File: src/rtl/ps2_scancode_ctrl.sv
// ps2_scancode_ctrl: turns the PS/2 set-2 byte stream from the receiver FIFO
// into key events (code, E0-extended, break, typematic repeat) with a
// valid/ready output, and tracks caps-lock, a press counter and a sticky error.
// Optional build macro: PS2_TYPEMATIC_FILTER_EN -- when defined, typematic
// repeats of the held key are consumed silently instead of being emitted.
//
// Handshake: an event is transferred in a cycle where evt_valid=1 and
// evt_ready=1; while evt_valid=1 all evt_* outputs hold steady, and evt_ready
// is ignored whenever evt_valid=0. On the input side a byte is consumed in any
// cycle where kbd_ready=1 and kbd_next=1.
module ps2_scancode_ctrl (
    input  logic        clk,
    input  logic        rst,
    input  logic        kbd_ready,
    input  logic [7:0]  kbd_data,
    input  logic        kbd_overflow,
    output logic        kbd_next,
    output logic        evt_valid,
    input  logic        evt_ready,
    output logic [7:0]  evt_code,
    output logic        evt_ext,
    output logic        evt_break,
    output logic        evt_repeat,
    output logic        caps_lock,
    output logic [15:0] press_cnt,
    output logic        err,
    output logic [1:0]  dbg_state_o
);

    typedef enum logic [1:0] {
        IDLE   = 2'd0,
        PREFIX = 2'd1,
        BREAK  = 2'd2,
        EMIT   = 2'd3
    } state_t;

    localparam logic [7:0] CODE_EXT   = 8'hE0;
    localparam logic [7:0] CODE_BRK   = 8'hF0;
    localparam logic [7:0] CODE_CAPS  = 8'h58;

    state_t      state_q, state_d;
    logic        ext_q, ext_d;
    logic        brk_q, brk_d;
    logic [7:0]  code_q, code_d;
    logic        ev_ext_q, ev_ext_d;
    logic        ev_brk_q, ev_brk_d;
    logic        ev_rep_q, ev_rep_d;
    logic        caps_q, caps_d;
    logic [15:0] cnt_q, cnt_d;
    logic        err_q, err_d;
    logic        lm_valid_q, lm_valid_d;
    logic        lm_ext_q, lm_ext_d;
    logic [7:0]  lm_code_q, lm_code_d;

    logic        consume;
    logic        lm_match;
    logic        is_rep;

    // Pop strobe: only outside EMIT and never while reset is asserted.
    assign consume  = kbd_ready && (state_q != EMIT) && !rst;
    assign kbd_next = consume;

    assign lm_match = lm_valid_q && (lm_ext_q == ext_q) && (lm_code_q == kbd_data);
    assign is_rep   = !brk_q && lm_match;

    assign evt_valid   = (state_q == EMIT);
    assign evt_code    = code_q;
    assign evt_ext     = ev_ext_q;
    assign evt_break   = ev_brk_q;
    assign evt_repeat  = ev_rep_q;
    assign caps_lock   = caps_q;
    assign press_cnt   = cnt_q;
    assign err         = err_q;
    assign dbg_state_o = state_q;

    // State and datapath registers, synchronous active-high reset.
    always_ff @(posedge clk) begin
        if (rst) begin
            state_q    <= IDLE;
            ext_q      <= 1'b0;
            brk_q      <= 1'b0;
            code_q     <= 8'h00;
            ev_ext_q   <= 1'b0;
            ev_brk_q   <= 1'b0;
            ev_rep_q   <= 1'b0;
            caps_q     <= 1'b0;
            cnt_q      <= 16'h0000;
            err_q      <= 1'b0;
            lm_valid_q <= 1'b0;
            lm_ext_q   <= 1'b0;
            lm_code_q  <= 8'h00;
        end else begin
            state_q    <= state_d;
            ext_q      <= ext_d;
            brk_q      <= brk_d;
            code_q     <= code_d;
            ev_ext_q   <= ev_ext_d;
            ev_brk_q   <= ev_brk_d;
            ev_rep_q   <= ev_rep_d;
            caps_q     <= caps_d;
            cnt_q      <= cnt_d;
            err_q      <= err_d;
            lm_valid_q <= lm_valid_d;
            lm_ext_q   <= lm_ext_d;
            lm_code_q  <= lm_code_d;
        end
    end

    // Next-state: byte decode, event latch, last-make tracking and counters.
    always_comb begin
        state_d    = state_q;
        ext_d      = ext_q;
        brk_d      = brk_q;
        code_d     = code_q;
        ev_ext_d   = ev_ext_q;
        ev_brk_d   = ev_brk_q;
        ev_rep_d   = ev_rep_q;
        caps_d     = caps_q;
        cnt_d      = cnt_q;
        err_d      = err_q | kbd_overflow;
        lm_valid_d = lm_valid_q;
        lm_ext_d   = lm_ext_q;
        lm_code_d  = lm_code_q;

        if (state_q == EMIT) begin
            if (evt_ready) begin
                state_d = IDLE;
            end
        end else if (consume) begin
            case (kbd_data)
                CODE_EXT: begin
                    ext_d   = 1'b1;
                    state_d = PREFIX;
                end
                CODE_BRK: begin
                    brk_d   = 1'b1;
                    state_d = BREAK;
                end
                8'hAA, 8'hFA, 8'hFE, 8'hEE: begin
                    // Controller/status replies carry no key information.
                    ext_d   = 1'b0;
                    brk_d   = 1'b0;
                    state_d = IDLE;
                end
                8'h00, 8'hFF: begin
                    // Key-detection error / buffer overrun codes from the keyboard.
                    ext_d   = 1'b0;
                    brk_d   = 1'b0;
                    err_d   = 1'b1;
                    state_d = IDLE;
                end
                default: begin
                    // Last-make bookkeeping happens on consumption, regardless of
                    // whether the event is later accepted or filtered.
                    if (!brk_q && !is_rep) begin
                        cnt_d      = cnt_q + 16'd1;
                        lm_valid_d = 1'b1;
                        lm_ext_d   = ext_q;
                        lm_code_d  = kbd_data;
                        if (!ext_q && (kbd_data == CODE_CAPS)) begin
                            caps_d = ~caps_q;
                        end
                    end
                    if (brk_q && lm_match) begin
                        lm_valid_d = 1'b0;
                    end
                    ext_d = 1'b0;
                    brk_d = 1'b0;
`ifdef PS2_TYPEMATIC_FILTER_EN
                    if (is_rep) begin
                        state_d = IDLE;
                    end else begin
                        code_d   = kbd_data;
                        ev_ext_d = ext_q;
                        ev_brk_d = brk_q;
                        ev_rep_d = 1'b0;
                        state_d  = EMIT;
                    end
`else
                    code_d   = kbd_data;
                    ev_ext_d = ext_q;
                    ev_brk_d = brk_q;
                    ev_rep_d = is_rep;
                    state_d  = EMIT;
`endif
                end
            endcase
        end
    end

endmodule

File: config.mk
export PLATFORM = sky130hd
export DESIGN_NAME = ps2_scancode_ctrl
export DESIGN_NICKNAME = d
export VERILOG_FILES = /design/src/rtl/ps2_scancode_ctrl.sv
export SDC_FILE = /design/constraint.sdc
export NUM_CORES = 1
export LEC_CHECK = 0
export CAP_MARGIN = 20
export CORE_MARGIN = 2
export CORE_UTILIZATION = 45
export CTS_BUF_LIST = sky130_fd_sc_hd__clkbuf_16
export DETAILED_ROUTE_END_ITERATION = 8
export GPL_ROUTABILITY_DRIVEN = 0
export PLACE_DENSITY = 0.75
export SETUP_SLACK_MARGIN = 0.02
export SLEW_MARGIN = 20
export SYNTH_ARGS = -nofsm -noshare
export SYNTH_HDL_FRONTEND = slang
export SYNTH_SLANG_ARGS = --single-unit
export TNS_END_PERCENT = 5
File: constraint.sdc
create_clock -name clk -period 2.5 [get_ports clk]
set_clock_uncertainty 0.2 [all_clocks]
set_input_delay 0.25 -clock clk [delete_from_list [all_inputs] [get_ports clk]]
set_output_delay 0.25 -clock clk [all_outputs]
set_load 0.005 [all_outputs]
### Yosys cells after proc, flatten, opt, wreduce, memory -nomap -nowiden

Index checks and enable logic that the tools add are counted.

| storage, ports and cells | value |
|---|---|
| logic and storage cells | 69 |
| output and inout bits | 33 |
| bits of input ports | 13 |
| bits in registers | 43 |

| cells by class | value |
|---|---|
| $add $sub $neg | 1 |
| mux-type cells | 11 |
| eq/ne operators | 13 |
| bitwise gates (word level) | 6 |
| reduce and logical (&&, ||, !) cells | 25 |

Operators with widths:

| kind | count |
|---|---|
| $eq A8 B8 Y1 const B | 7 |
| $add A16 B1 Y16 const B | 1 |
| $reduce_and A3 Y1 | 3 |
| $eq A8 B7 Y1 const B | 1 |
| $eq A8 B8 Y1 | 1 |
| $logic_and A1 B1 Y1 | 8 |
| $logic_not A8 Y1 | 1 |
| $reduce_and A4 Y1 | 2 |
| $reduce_or A8 Y1 | 1 |
| $mux W2 | 3 |
| $pmux W2 S3 | 1 |
| $reduce_or A6 Y1 | 1 |
| $mux W1 | 5 |
| $not A1 Y1 | 5 |
| $reduce_and A5 Y1 | 1 |
| $logic_not A1 Y1 | 4 |
| $pmux W1 S2 | 2 |
| $reduce_bool A2 Y1 | 2 |
| $eq A2 B2 Y1 const B | 1 |
| $ne A2 B1 Y1 const B | 1 |
| $ne A2 B2 Y1 const B | 1 |
| $reduce_and A2 Y1 | 1 |
| $reduce_or A2 Y1 | 1 |
| $eq A1 B1 Y1 | 1 |
| $or A1 B1 Y1 | 1 |

### Logic depth before layout (Yosys ltp)

| logic depth | value |
|---|---|
| depth after elaboration | 8 |
| depth in mapped cells | 12 |
| mapped depth without buffers | 9 |

### Worst setup path before layout

No wires, ideal clock.

| path | value |
|---|---|
| path type | input to register |
| from | in kbd_data[1] |
| to | reg lm_code_q[0] |
| slack | 0.109 ns |
| stages | 12 |
| setup time | 0.128 ns |
| buffers on the path | 3 |
| arrival | 2.063 ns |
| required time | 2.172 ns |
| path through | buf_2 xnor2_1 nand4_1 nor3_1 inv_1 ha_1 and4bb_1 o211ai_4 buf_4 buf_6 mux2i_1 nor2_1 |

| between the ends | value |
|---|---|
| cells in the longest elaborated chain, start to end | 6 |

Ends and longest elaborated chain:

| element | RTL line | source |
|---|---|---|
| start, declared | 15 | `input logic [7:0] kbd_data,` |
| $eq A8 B8 Y1 | 63 | `assign lm_match = lm_valid_q && (lm_ext_q == ext_q) && (lm_code_q == kbd_data);` |
| $logic_and A1 B1 Y1 | 63 |  |
| $logic_and A1 B1 Y1 | 64 | `assign is_rep = !brk_q && lm_match;` |
| $logic_not A1 Y1 | 155 | `if (!brk_q && !is_rep) begin` |
| $logic_and A1 B1 Y1 | 155 |  |
| $reduce_and A4 Y1 (no line) * | n/a |  |
| end signal, assigned | 105 | `lm_code_q <= lm_code_d;` |
| end, declared | 53 | `logic [7:0] lm_code_q, lm_code_d;` |

Mark *: on every way between the ends. The rest lies on a longest branch, timed or not.
A chain may end at the register's enable or synchronous reset.

### Final worst setup path

| path | value |
|---|---|
| from | in kbd_data[1] |
| to | reg cnt_q[14], in the netlist press_cnt[14] |

| between the ends | value |
|---|---|
| cells in the longest elaborated chain, start to end | 6 |

Ends and longest elaborated chain:

| element | RTL line | source |
|---|---|---|
| $eq A8 B8 Y1 | 63 |  |
| $logic_and A1 B1 Y1 | 63 |  |
| $logic_and A1 B1 Y1 | 64 |  |
| $logic_not A1 Y1 | 155 |  |
| $logic_and A1 B1 Y1 | 155 |  |
| $reduce_and A4 Y1 (no line) * | n/a |  |
| end signal, assigned | 101 | `cnt_q <= cnt_d;` |
| end, declared | 49 | `logic [15:0] cnt_q, cnt_d;` |

Marked as above.

==> flow_metrics.env <==
export IMPL_ys_seq_area_share_pct=40.57
export IMPL_wire_per_inst_um=15.07
export IMPL_synthCells=240
export IMPL_ys_types=43
export IMPL_die_area_um2=5281
export IMPL_via_per_inst=5.634
export IMPL_core_rowCount=24
export IMPL_overflow=0
export IMPL_synth_edff_count=0
export IMPL_status="finished, final reports clean"
export IMPL_whs_ps=256.6
export IMPL_tightest_slew_ps=401.4
export IMPL_drive_above_1_share_pct=15.51
export IMPL_cts_inserted_buffers=5
export IMPL_antennaDiodeCount=0
export IMPL_p_comb_share_pct=14.6
export IMPL_r2r_start="lm_code_q[1]"
export IMPL_avgSynthCellArea_um2=8.842
export IMPL_crit_arrival_ps=2420
export IMPL_leakage_nw=1.029
export IMPL_die_w_um=72.67
export IMPL_hold_viol=0
export IMPL_synth_ff_type="dfxtp_1"
export IMPL_grt_max_degree=27
export IMPL_sw_frac_of_total_pct=24.56
export IMPL_cp_slowest_cell="or4_1"
export IMPL_cts_tree="done"
export IMPL_max_stage_delay_ps=540
export IMPL_clock_latency_ps=290
export IMPL_yosysTopAreaCell="dfxtp_1"
export IMPL_slew_headroom_pct=73.04
export IMPL_synth_top_cell_area_share_pct=40.57
export IMPL_clock_path_buffers=2
export IMPL_internal_power_mw=1.190
export IMPL_rsz0062_at_grt="true"
export IMPL_seqPwrFrac_pct=46.0
export IMPL_grt_pass1_wl_um=8562
export IMPL_cts_root_buf="clkbuf_16"
export IMPL_drc=0
export IMPL_path_clk_slew_ps=60
export IMPL_antenna_found_initial=0
export IMPL_syn_area_um2=2122
export IMPL_dp_hpwl_um=3617
export IMPL_synth_area_top_cells="dfxtp_1 41%, a21oi_1 6.8%, nand2_1 5.1%"
export IMPL_grt_usage_pct=20.90
export IMPL_p_sw_mw=0.3876
export IMPL_first_global_vias=1797
export IMPL_ys_top_cells_by_count="43 x dfxtp_1, 29 x a21oi_1, 29 x nand2_1, 15 x nor2_1, 10 x mux2i_1"
export IMPL_num_vias=2000
export IMPL_drv_slew=0
export IMPL_hold_path_class="reg -> reg"
export IMPL_ant_nets=0
export IMPL_cts_sinks=43
export IMPL_first_iter_violations=177
export IMPL_timing_max_cap_violations=0
export IMPL_clkPwrFrac_pct=39.5
export IMPL_ys_ff_latch=43
export IMPL_startpoint="kbd_data[1]"
export IMPL_ir_worst_vdd_uv=471.6
export IMPL_power_total_mw=1.578
export IMPL_period_share_pct=96.55
export IMPL_core_um2=4444
export IMPL_p_per_area_nw_per_um2=536.0
export IMPL_fin_crit_ps=2414
export IMPL_critical_path_max_fanout=5
export IMPL_worstSetupEndpointType="register"
export IMPL_die_y_um=72.67
export IMPL_critPathLaunchType="input pin"
export IMPL_crit_type="in -> reg"
export IMPL_portBuffers=45
export IMPL_setup_viol=0
export IMPL_fillers=370
export IMPL_firstDrtPassIters=4
export IMPL_synth_warnings=0
export IMPL_crit_family="simple AND/OR/NAND/NOR gates"
export IMPL_crit_chain="clkdlybuf4s50_1, xnor2_1, nand4_1, nor3_2, inv_1, ha_1, and4bb_4, o211ai_2, or4_1, a21oi_1"
export IMPL_area_delta_synth_final_pct=38.74
export IMPL_crit_required_ps=2510
export IMPL_hold_path_startpoint="evt_code[5]"
export IMPL_wl_um=5351
export IMPL_cts_htree_levels=2
export IMPL_syn_nets=257
export IMPL_ioPinCount=46
export IMPL_initial_utilization_pct=47.75
export IMPL_async_flop_share_pct=0
export IMPL_nets=319
export IMPL_maxClockFrequency_mhz=414.3
export IMPL_yosysMostFrequentCell="dfxtp_1"
export IMPL_path_buf_inv=2
state kept, by name, indices dropped and copies added, names as in the netlist:
| register | count |
|---|---|
| press_cnt | 16 |
| evt_code | 8 |
| lm_code_q | 8 |
| dbg_state_o | 2 |
| brk_q | 1 |
| caps_lock | 1 |
| err | 1 |
| evt_break | 1 |
| evt_ext | 1 |
| evt_repeat | 1 |
| ext_q | 1 |
| lm_ext_q | 1 |
| lm_valid_q | 1 |
power groups by stage:
stage | registers (mW) | clock network, mW | logic, mW
final | 0.725 | 0.623 | 0.230
after global routing | 0.729 | 0.661 | 0.249
after CTS | 0.725 | 0.632 | 0.218
after detailed placement | 0.740 | 0 | 0.215
after global placement | 0.740 | 0 | 0.212
after floorplan | 0.739 | 0 | 0.117
logic make-up after synthesis:
| logic type | after synthesis | share of synthesized area, % |
|---|---|---|
| AND/OR/NAND/NOR | 89 | 22.82 |
| adder cells (fa/ha/maj) | 4 | 2.359 |
| multiplexers | 10 | 4.717 |
| buffers and inverters | 24 | 6.132 |
| XOR/XNOR | 10 | 4.128 |
| AO/OA/AOI/OAI | 60 | 19.28 |
| flip-flops | 43 | 40.57 |
final timing paths:
kind / cells after the start / slack, ps / endpoint
setup reg to reg: 10 / 190 / lm_code_q[1]
hold / removal: 2 / 260 / evt_code[5]
setup / recovery: 10 / 90 / press_cnt[14]
hold reg to reg: 2 / 260 / evt_code[5]
cell type report:
cell class              count  area, um^2  area share, %
clock buffers               5       125.1          4.250
inverters                   7       26.28         0.8925
multi-input cells         175        1189          40.37
well taps                  52       65.06          2.210
repair buffers             70       663.1          22.52
flip-flops and latches     43       860.8          29.24
clock inverters             3       15.01         0.5100
timing repair:
item / in CTS / in global routing
cloned: 1 / 1
setup endpoints to repair: 3 / 26
pin swaps: 0 / 1
setup buffers: 0 / 1
resized for setup: 0 / 8
hold buffers: 0 / 0
metrics by stage:
stage	cell area [um^2]	instances	util (%)	setup TNS (ps)	setup WS [ps]
global route	2944	355	66.24	0	22.17
finish	2944	355	66.24	0	86.17
CTS	2892	353	65.06	0	33.24
floorplan	2122	240	-	0	109.3
detailed placement	2739	344	61.63	-4088	-219.2
global placement	2739	344	61.63	-3682	-198.0
cells in the final DEF (no fill, tap or decap), drive strengths merged, types with 2 or more instances in the layout:
cell type       n
or3             6
nor4            3
clkbuf          5
nor3            3
o21a            3
nor2           15
or4             9
buf            25
o31ai           9
clkdlybuf4s50  45
clkinv          2
mux2i          10
ha              4
nand4           4
xnor2           9
dfxtp          43
and3            5
a211oi          2
nand3           7
a21oi          30
o21ai           7
inv             7
or2             2
nand2          29
o211ai          5
per-layer routing:
layer | GRT usage [%] | vias to the layer above | wire [um]
met5 | 0 | - | 0
met4 | 8.848 | 0 | 74
met3 | 4.144 | 8 | 177
met2 | 33.94 | 41 | 2694
met1 | 27.05 | 955 | 2405
li1 | - | 996 | -
worst min-delay path: cells and delay by family, from the launching register on:
kind | cells | cell delay [ps]
AOI/OAI and AO/OA | 1 | 50
DFF | 1 | 310
and+or+nand+nor | 1 | 50
(Power assumes the default switching activity.)
